==> src/rtl/bin_to_bcd_pkg.sv <==
// Shared types and elaboration helpers for the sequential binary-to-BCD converter.
package bin_to_bcd_pkg;

    localparam int unsigned BCD_DIGIT_W = 4;

    typedef enum logic [1:0] {
        IDLE  = 2'd0,
        SHIFT = 2'd1,
        DONE  = 2'd2
    } state_t;

    // Decimal digits needed to represent 2**bin_w - 1.
    function automatic int unsigned min_bcd_digits(input int unsigned bin_w);
        longint unsigned max_val;
        int unsigned     digits;
        max_val = (64'd1 << bin_w) - 64'd1;
        digits  = 1;
        for (int i = 0; i < 20; i++) begin
            max_val = max_val / 64'd10;
            if (max_val != 64'd0) begin
                digits++;
            end
        end
        return digits;
    endfunction

endpackage

==> src/rtl/bcd_add3.sv <==
// Double-dabble correction cell: adds 3 to a BCD digit that is 5 or more.
module bcd_add3
    import bin_to_bcd_pkg::*;
(
    input  logic [BCD_DIGIT_W-1:0] dig,
    output logic [BCD_DIGIT_W-1:0] adj_c
);

    always_comb begin
        adj_c = dig;
        if (dig >= BCD_DIGIT_W'(5)) begin
            adj_c = dig + BCD_DIGIT_W'(3);
        end
    end

endmodule

==> src/rtl/bin_to_bcd_seq.sv <==
// Iterative double-dabble converter, one input bit per cycle, start/valid handshake.
// Optional two's-complement input with a neg output when BIN_TO_BCD_SIGNED_EN is defined.
module bin_to_bcd_seq
    import bin_to_bcd_pkg::*;
#(
    parameter int unsigned BIN_W  = 8,
    parameter int unsigned DIGITS = 3
) (
    input  logic                          clk,
    input  logic                          rst,
    input  logic                          start,
    input  logic [BIN_W-1:0]              bin,
    output logic                          ready,
    output logic                          busy,
    output logic                          valid,
    output logic [BCD_DIGIT_W*DIGITS-1:0] bcd
`ifdef BIN_TO_BCD_SIGNED_EN
    ,
    output logic                          neg
`endif
);

    localparam int unsigned BCD_W = BCD_DIGIT_W * DIGITS;
    localparam int unsigned SR_W  = BCD_W + BIN_W;
    localparam int unsigned CNT_W = $clog2(BIN_W + 1);
`ifdef BIN_TO_BCD_SIGNED_EN
    localparam int unsigned MAG_W = BIN_W - 1;
`else
    localparam int unsigned MAG_W = BIN_W;
`endif

    if (BIN_W < 2) begin : g_bin_w_check
        $error("bin_to_bcd_seq: BIN_W must be at least 2");
    end
    if (DIGITS < min_bcd_digits(MAG_W)) begin : g_digits_check
        $error("bin_to_bcd_seq: DIGITS too small for BIN_W");
    end

    state_t             state, state_next;
    logic [SR_W-1:0]    sr, sr_next;
    logic [CNT_W-1:0]   cnt, cnt_next;
    logic [BCD_W-1:0]   bcd_next;
    logic [BCD_W-1:0]   corr;
    logic [BIN_W-1:0]   load_val;
    logic               valid_next;
    logic               ready_next;
    logic               busy_next;
`ifdef BIN_TO_BCD_SIGNED_EN
    logic               neg_sr, neg_sr_next;
    logic               neg_next;
`endif

    // All digits are corrected from the uncorrected register, never from each other.
    for (genvar k = 0; k < DIGITS; k++) begin : g_add3
        bcd_add3 u_add3 (
            .dig   (sr[BIN_W + BCD_DIGIT_W*k +: BCD_DIGIT_W]),
            .adj_c (corr[BCD_DIGIT_W*k +: BCD_DIGIT_W])
        );
    end

    // Operand as loaded into the shift register (magnitude in signed builds).
`ifdef BIN_TO_BCD_SIGNED_EN
    assign load_val = bin[BIN_W-1] ? ((~bin) + BIN_W'(1)) : bin;
`else
    assign load_val = bin;
`endif

    always_comb begin
        state_next = state;
        sr_next    = sr;
        cnt_next   = cnt;
        bcd_next   = bcd;
        valid_next = 1'b0;
`ifdef BIN_TO_BCD_SIGNED_EN
        neg_sr_next = neg_sr;
        neg_next    = neg;
`endif
        unique case (state)
            IDLE, DONE: begin
                state_next = IDLE;
                if (start) begin
                    sr_next    = {BCD_W'(0), load_val};
                    cnt_next   = CNT_W'(BIN_W);
                    state_next = SHIFT;
`ifdef BIN_TO_BCD_SIGNED_EN
                    neg_sr_next = bin[BIN_W-1];
`endif
                end
            end
            SHIFT: begin
                sr_next  = SR_W'({corr, sr[BIN_W-1:0], 1'b0});
                cnt_next = cnt - CNT_W'(1);
                if (cnt == CNT_W'(1)) begin
                    bcd_next   = sr_next[SR_W-1 -: BCD_W];
                    valid_next = 1'b1;
                    state_next = DONE;
`ifdef BIN_TO_BCD_SIGNED_EN
                    neg_next = neg_sr;
`endif
                end
            end
            default: state_next = IDLE;
        endcase
        ready_next = (state_next != SHIFT);
        busy_next  = (state_next == SHIFT);
    end

    always_ff @(posedge clk) begin
        if (rst) begin
            state <= IDLE;
            sr    <= '0;
            cnt   <= '0;
            bcd   <= '0;
            valid <= 1'b0;
            ready <= 1'b1;
            busy  <= 1'b0;
        end else begin
            state <= state_next;
            sr    <= sr_next;
            cnt   <= cnt_next;
            bcd   <= bcd_next;
            valid <= valid_next;
            ready <= ready_next;
            busy  <= busy_next;
        end
    end

`ifdef BIN_TO_BCD_SIGNED_EN
    always_ff @(posedge clk) begin
        if (rst) begin
            neg_sr <= 1'b0;
            neg    <= 1'b0;
        end else begin
            neg_sr <= neg_sr_next;
            neg    <= neg_next;
        end
    end
`endif

endmodule

==> config.mk <==
export PLATFORM = sky130hd
export DESIGN_NAME = bin_to_bcd_seq
export DESIGN_NICKNAME = d
export VERILOG_FILES = /design/src/rtl/bin_to_bcd_pkg.sv /design/src/rtl/bcd_add3.sv /design/src/rtl/bin_to_bcd_seq.sv
export SDC_FILE = /design/constraint.sdc
export NUM_CORES = 1
export LEC_CHECK = 0
export CAP_MARGIN = 10
export CORE_MARGIN = 4
export CORE_UTILIZATION = 53
export DETAILED_ROUTE_END_ITERATION = 12
export GPL_TIMING_DRIVEN = 0
export PLACE_DENSITY = 0.82
export SLEW_MARGIN = 15
export SYNTH_ARGS = -nofsm -noshare
export SYNTH_HDL_FRONTEND = slang
export SYNTH_SLANG_ARGS = --single-unit
==> constraint.sdc <==
create_clock -name clk -period 2.21 [get_ports clk]
set_clock_uncertainty 0.15 [all_clocks]
set_input_delay 0.442 -clock clk [delete_from_list [all_inputs] [get_ports clk]]
set_output_delay 0.442 -clock clk [all_outputs]
set_load 0.02 [all_outputs]
== Word level (Yosys, flattened, before mapping) ==
Index checks and enable logic that the tools add are counted.
W data, S select, Z words.
Word-level totals
  output and inout port bits: 15
  input bits: 11
  register bits after elaboration: 41
Operators by class
  reductions and logical operators: 6
  $add $sub $neg: 4
  eq/ne operators: 6
  order comparisons: 3
  multiplexer cells: 11
  bitwise logic cells: 1
Operators with widths (number)
  $pmux W20 S2: 1
  $mux W20: 1
  $ge A4 B3 Y1 const B: 3
  $mux W4: 3
  $add A4 B2 Y4 const B: 2
  $pmux W4 S2: 1
  $eq A2 B1 Y1 const B: 2
  $eq A4 B1 Y1 const B: 1
  $pmux W2 S2: 1
  $reduce_and A2 Y1: 2
  $reduce_or A2 Y1: 2
  $sub A4 B1 Y4 const B: 1
  $add A3 B2 Y3 const B: 1
  $mux W3: 1
  $eq A2 B2 Y1 const B: 1
  $logic_not A2 Y1: 1
  $mux W1: 2
  $mux W2: 1
  $ne A2 B1 Y1 const B: 1
  $ne A2 B2 Y1 const B: 1
  $reduce_bool A2 Y1: 1
  $not A1 Y1: 1

== Longest topological paths before layout ==
Gate-level depths: netlist of the first run.
  depth after elaboration: 4
  gate-level depth with buffers: 6

== Modules after synthesis ==
A second synthesis of the first run with hierarchy kept.
Second synthesis, totals
  cells, all modules: 203
  area, all modules: 1815.5 µm²
By module, submodules not included
  bin_to_bcd_seq: instances 1, sequential area each 820.8 µm², cells each 155, area an instance 1511.4 µm²
  bcd_add3: instances 3, sequential area each 0.0 µm², cells each 16, area an instance 101.3 µm²

== Worst setup path after synthesis of the first run ==
OpenSTA, ideal clock, no wires.
  kind: flip-flop to flip-flop
  from: register cnt[0]
  to: register bcd[10]
  period minus slack after synthesis: 1.702 ns
  required time: 1.987 ns
  data arrival time: 1.480 ns
  cell stages (with the launch flop): 6
  slack: 0.508 ns
  cell sequence: dfxtp_1 > ha_1 > or3b_4 > or3_1 > buf_6 > o22ai_2
Between the ends
  cells in the longest elaborated chain, start to end: 2
Ends and longest elaborated chain
  start: declaration: RTL line bin_to_bcd_seq.sv:41  | logic [CNT_W-1:0] cnt, cnt_next;
  start signal: assignment: RTL line bin_to_bcd_seq.sv:120  | cnt <= cnt_next;
  $eq A4 B1 Y1: RTL line bin_to_bcd_seq.sv:93  | if (cnt == CNT_W'(1)) begin
  $reduce_and A2 Y1 (no source line)
  end signal: assignment: RTL line bin_to_bcd_seq.sv:121  | bcd <= bcd_next;
  end: declaration: RTL line bin_to_bcd_seq.sv:16  | output logic [BCD_DIGIT_W*DIGITS-1:0] bcd
No other way between the ends.
A chain may end at the register's enable or synchronous reset.

== Final worst setup path of the first run ==
  from: input rst
  to: register sr[4]
RTL lines
  start: declaration: RTL line bin_to_bcd_seq.sv:10  | input logic rst,
  end signal: assignment: RTL line bin_to_bcd_seq.sv:119  | sr <= sr_next;
  end: declaration: RTL line bin_to_bcd_seq.sv:40  | logic [SR_W-1:0] sr, sr_next;
No word-level cell between the ends.

==> results of run 1 <==
==> worst max-delay path by stage <==
stage	from	end	slack, ns	cells past startpoint
2_1_floorplan	cnt[0]	bcd[10]	0.51	5
3_3_place_gp	rst	sr[4]	-0.28	5
3_5_place_dp	rst	sr[4]	-0.32	5
4_1_cts	rst	sr[4]	0.02	5
5_1_grt	rst	sr[4]	0.06	5
6_report	rst	sr[4]	0.16	5
==> power by group through the flow <==
stage               Sequential [mW]  Clock (mW)  Combinational [mW]
floorplan                     0.812           0               0.107
global placement              0.808           0               0.175
detailed placement            0.808           0               0.178
CTS                           0.792       0.374               0.179
global route                  0.796       0.409               0.199
finish                        0.793       0.373               0.181
==> kinds of logic after synthesis <==
family,synth area share
DFF,0.4575
xor gates and xnor gates,0.01953
muxes,0.02441
buffers and inverters,0.05369
adders and majority gates,0.05579
and+or+nand+nor,0.2141
AOI/OAI and AO/OA,0.1750
==> cells in the final DEF (no fill, tap or decap), types with 2 or more instances in the layout <==
master	count
nor3b_1	5
dfxtp_1	41
mux2_2	3
nand2_1	2
o21ai_0	13
nand2b_1	12
clkbuf_4	5
a21oi_1	14
or4_1	5
clkdlybuf4s50_1	25
a211oi_1	6
o22ai_1	7
nand3_1	3
clkbuf_2	3
inv_1	11
o22ai_2	6
nor3_1	12
a22oi_1	2
ha_1	8
xnor2_1	3
clkbuf_1	5
nor2_1	22
nand4b_1	3
nor2b_1	2
==> through the flow <==
step	util	std cells
3_5_place_dp	0.6659	266
4_1_cts	0.6833	273
3_3_place_gp	0.6659	266
2_1_floorplan	-	197
6_report	0.6841	273
5_1_grt	0.6841	273
==> routing by layer <==
layer	vias to the layer above	part of all wire	GRT usage
li1	759	-	-
met5	-	0	0
met3	9	0.043	0.04932
met1	717	0.45	0.2582
met2	28	0.49	0.3234
met4	0	0.014	0.05584
==> state kept, by name, summed over array words and instances (netlist names) <==
signal  count
sr         20
bcd        12
cnt         4
state       2
busy        1
ready       1
valid       1
==> cell type report <==
| class | count | area [sq um] | area share |
|---|---|---|---|
| Inverter | 11 | 41.29 | 0.01914 |
| Sequential cell | 41 | 820.8 | 0.3805 |
| Buffer | 11 | 57.56 | 0.02668 |
| Timing Repair Buffer | 25 | 250.2 | 0.1160 |
| Tap cell | 44 | 55.05 | 0.02552 |
| Multi-Input combinational cell | 134 | 877.1 | 0.4066 |
| Clock buffer | 7 | 55.05 | 0.02552 |
==> worst register-to-register path: stages, from the launching register on <==
cell and delay (ns):
dfxtp_1 0.34, inv_1 0.12, ha_1 0.27, nand2b_1 0.09, a21oi_1 0.27, mux2_2 0.40, o21ai_0 0.21
==> impl_metrics.json, run 1 <==
{
  "rows": 20,
  "min_period_ns": 2.047,
  "antennaDiodeCount": 0,
  "fmax_mhz": 488.4,
  "p_int_uw": 998.4,
  "cts_buffer_depth": 2,
  "power_switching_uw": 348.1,
  "ys_top_cells_by_area": "dfxtp_1, ha_1, nor2_1",
  "criticalPathCategory": "input pin to flop",
  "area_growth_pct": 20.22,
  "place_ws_ns": -0.3232,
  "arrival_ns": 2.12,
  "status": "complete, no violations",
  "critPathMostFrequentCell": "clkbuf_1",
  "timing.final.crit_share": 0.9264,
  "synth.most_common_cell": "dfxtp_1",
  "drtIter0Drc": 152,
  "finalWorstSetupSlack_ns": 0.1626,
  "worstMarginPinSlew_ns": 0.5463,
  "avgSynthCellArea_sq_um": 9.108,
  "worstHoldPathCells": 2,
  "clock-sinks": 41,
  "vias": 1513,
  "rrSetupSlack_ns": 0.28,
  "io_buffer_count": 25,
  "peakVddDrop_mv": 0.4590,
  "yosys_warnings": 0,
  "synth_top_area_share": 0.4575,
  "numCtsBuffers": 5,
  "clk_latency_ns": 0.33,
  "initial_core_util": 0.5690,
  "hold_ws_ns": 0.3530,
  "worstPathRequired_ns": 2.29,
  "firstDrtPassIters": 4,
  "rsz0062_at_grt": "no",
  "drv_slew": 0,
  "stdcell_area_sq_mm": 0.002157,
  "die_h_um": 66.19,
  "hold_path_end": "sr[1]",
  "clkSlewWorstSetupHoldPaths_ns": 0.11,
  "cts-root-buf": "clkbuf_4",
  "cp-end-kind": "flop",
  "htreeDepth": 2,
  "postCtsHoldBufs": 0,
  "io_pins": 26,
  "grt_pass1_vias": 1458,
  "grt_pass1_wl_mm": 6.672,
  "cts_tree": "done",
  "drt_wl_total_mm": 3.942,
  "min_from": "sr[1]",
  "gp_congestion": 0.8083,
  "ys_types": 32,
  "grt_overflow": 0,
  "finalPower_mw": 1.347,
  "die_w_um": 66.19,
  "drive_above_1_share": 0.1004,
  "hold_path_class": "flop to flop",
  "slowest_delay_ns": 0.53,
  "antenna_found_initial": 0,
  "synth_area_sq_mm": 0.001794,
  "combPwrFrac": 0.134,
  "vias_per_cell": 5.542,
  "crit_path_top_delay_cell": "clkdlybuf4s50_1",
  "nets": 248,
  "reg2reg_to": "sr[14]",
  "routedWlPerCell_um": 14.44,
  "num-fill-cells": 262,
  "p_per_area_mw_per_mm2": 624.3,
  "synth-edff-count": 0,
  "ant_nets": 0,
  "drv_cap": 0,
  "synthTopCellsByCount": "dfxtp_1, nor2_1, a21oi_1",
  "ctsResizeCount": 0,
  "hold_violations": 0,
  "synth.largest_area_cell": "dfxtp_1",
  "synthFlopType": "dfxtp_1",
  "seq_area_frac_synth": 0.4575,
  "cp_max_fo": 10,
  "fin_tns_setup_ns": 0,
  "leakage_nw": 0.7597,
  "clkPwrFrac": 0.277,
  "r2r_start": "sr[12]",
  "synth.net_count": 216,
  "netlist_instances": 197,
  "async_reset_ff_frac": 0,
  "relSlewSlack": 0.6358,
  "die-area_sq_mm": 0.004380,
  "cts_setup_buffers": 0,
  "crit_family": "buffers and inverters",
  "p_sw_frac": 0.2585,
  "setup_viol": 0,
  "crit_buf_inv": 4,
  "cp_cell_sequence": "clkdlybuf4s50_1, clkbuf_1, clkbuf_1, clkbuf_2, nor3_1",
  "ff2ff_path_depth": 6,
  "drc": 0,
  "grt_usage": 0.1982,
  "hpwlAfterDp_mm": 2.838,
  "core-area_sq_mm": 0.003153,
  "p_seq_frac": 0.589,
  "grt_max_degree": 12,
  "critPathLaunchType": "input pin",
  "ys_seq_elements": 41,
  "placed_area_sq_mm": 0.002100
}
No activity file was read; power rests on OpenSTA's default activity.
==> inputs of run 2 (changes only) <==
--- a/config.mk
+++ b/config.mk
@@ -5,7 +5,7 @@
 export SDC_FILE = /design/constraint.sdc
 export NUM_CORES = 1
 export LEC_CHECK = 0
-export CAP_MARGIN = 10
+export CAP_MARGIN = 30
 export CORE_MARGIN = 4
 export CORE_UTILIZATION = 53
 export DETAILED_ROUTE_END_ITERATION = 12
==> results of run 2 <==
No change in the layout: final DEF, timing and power equal those of run 1.
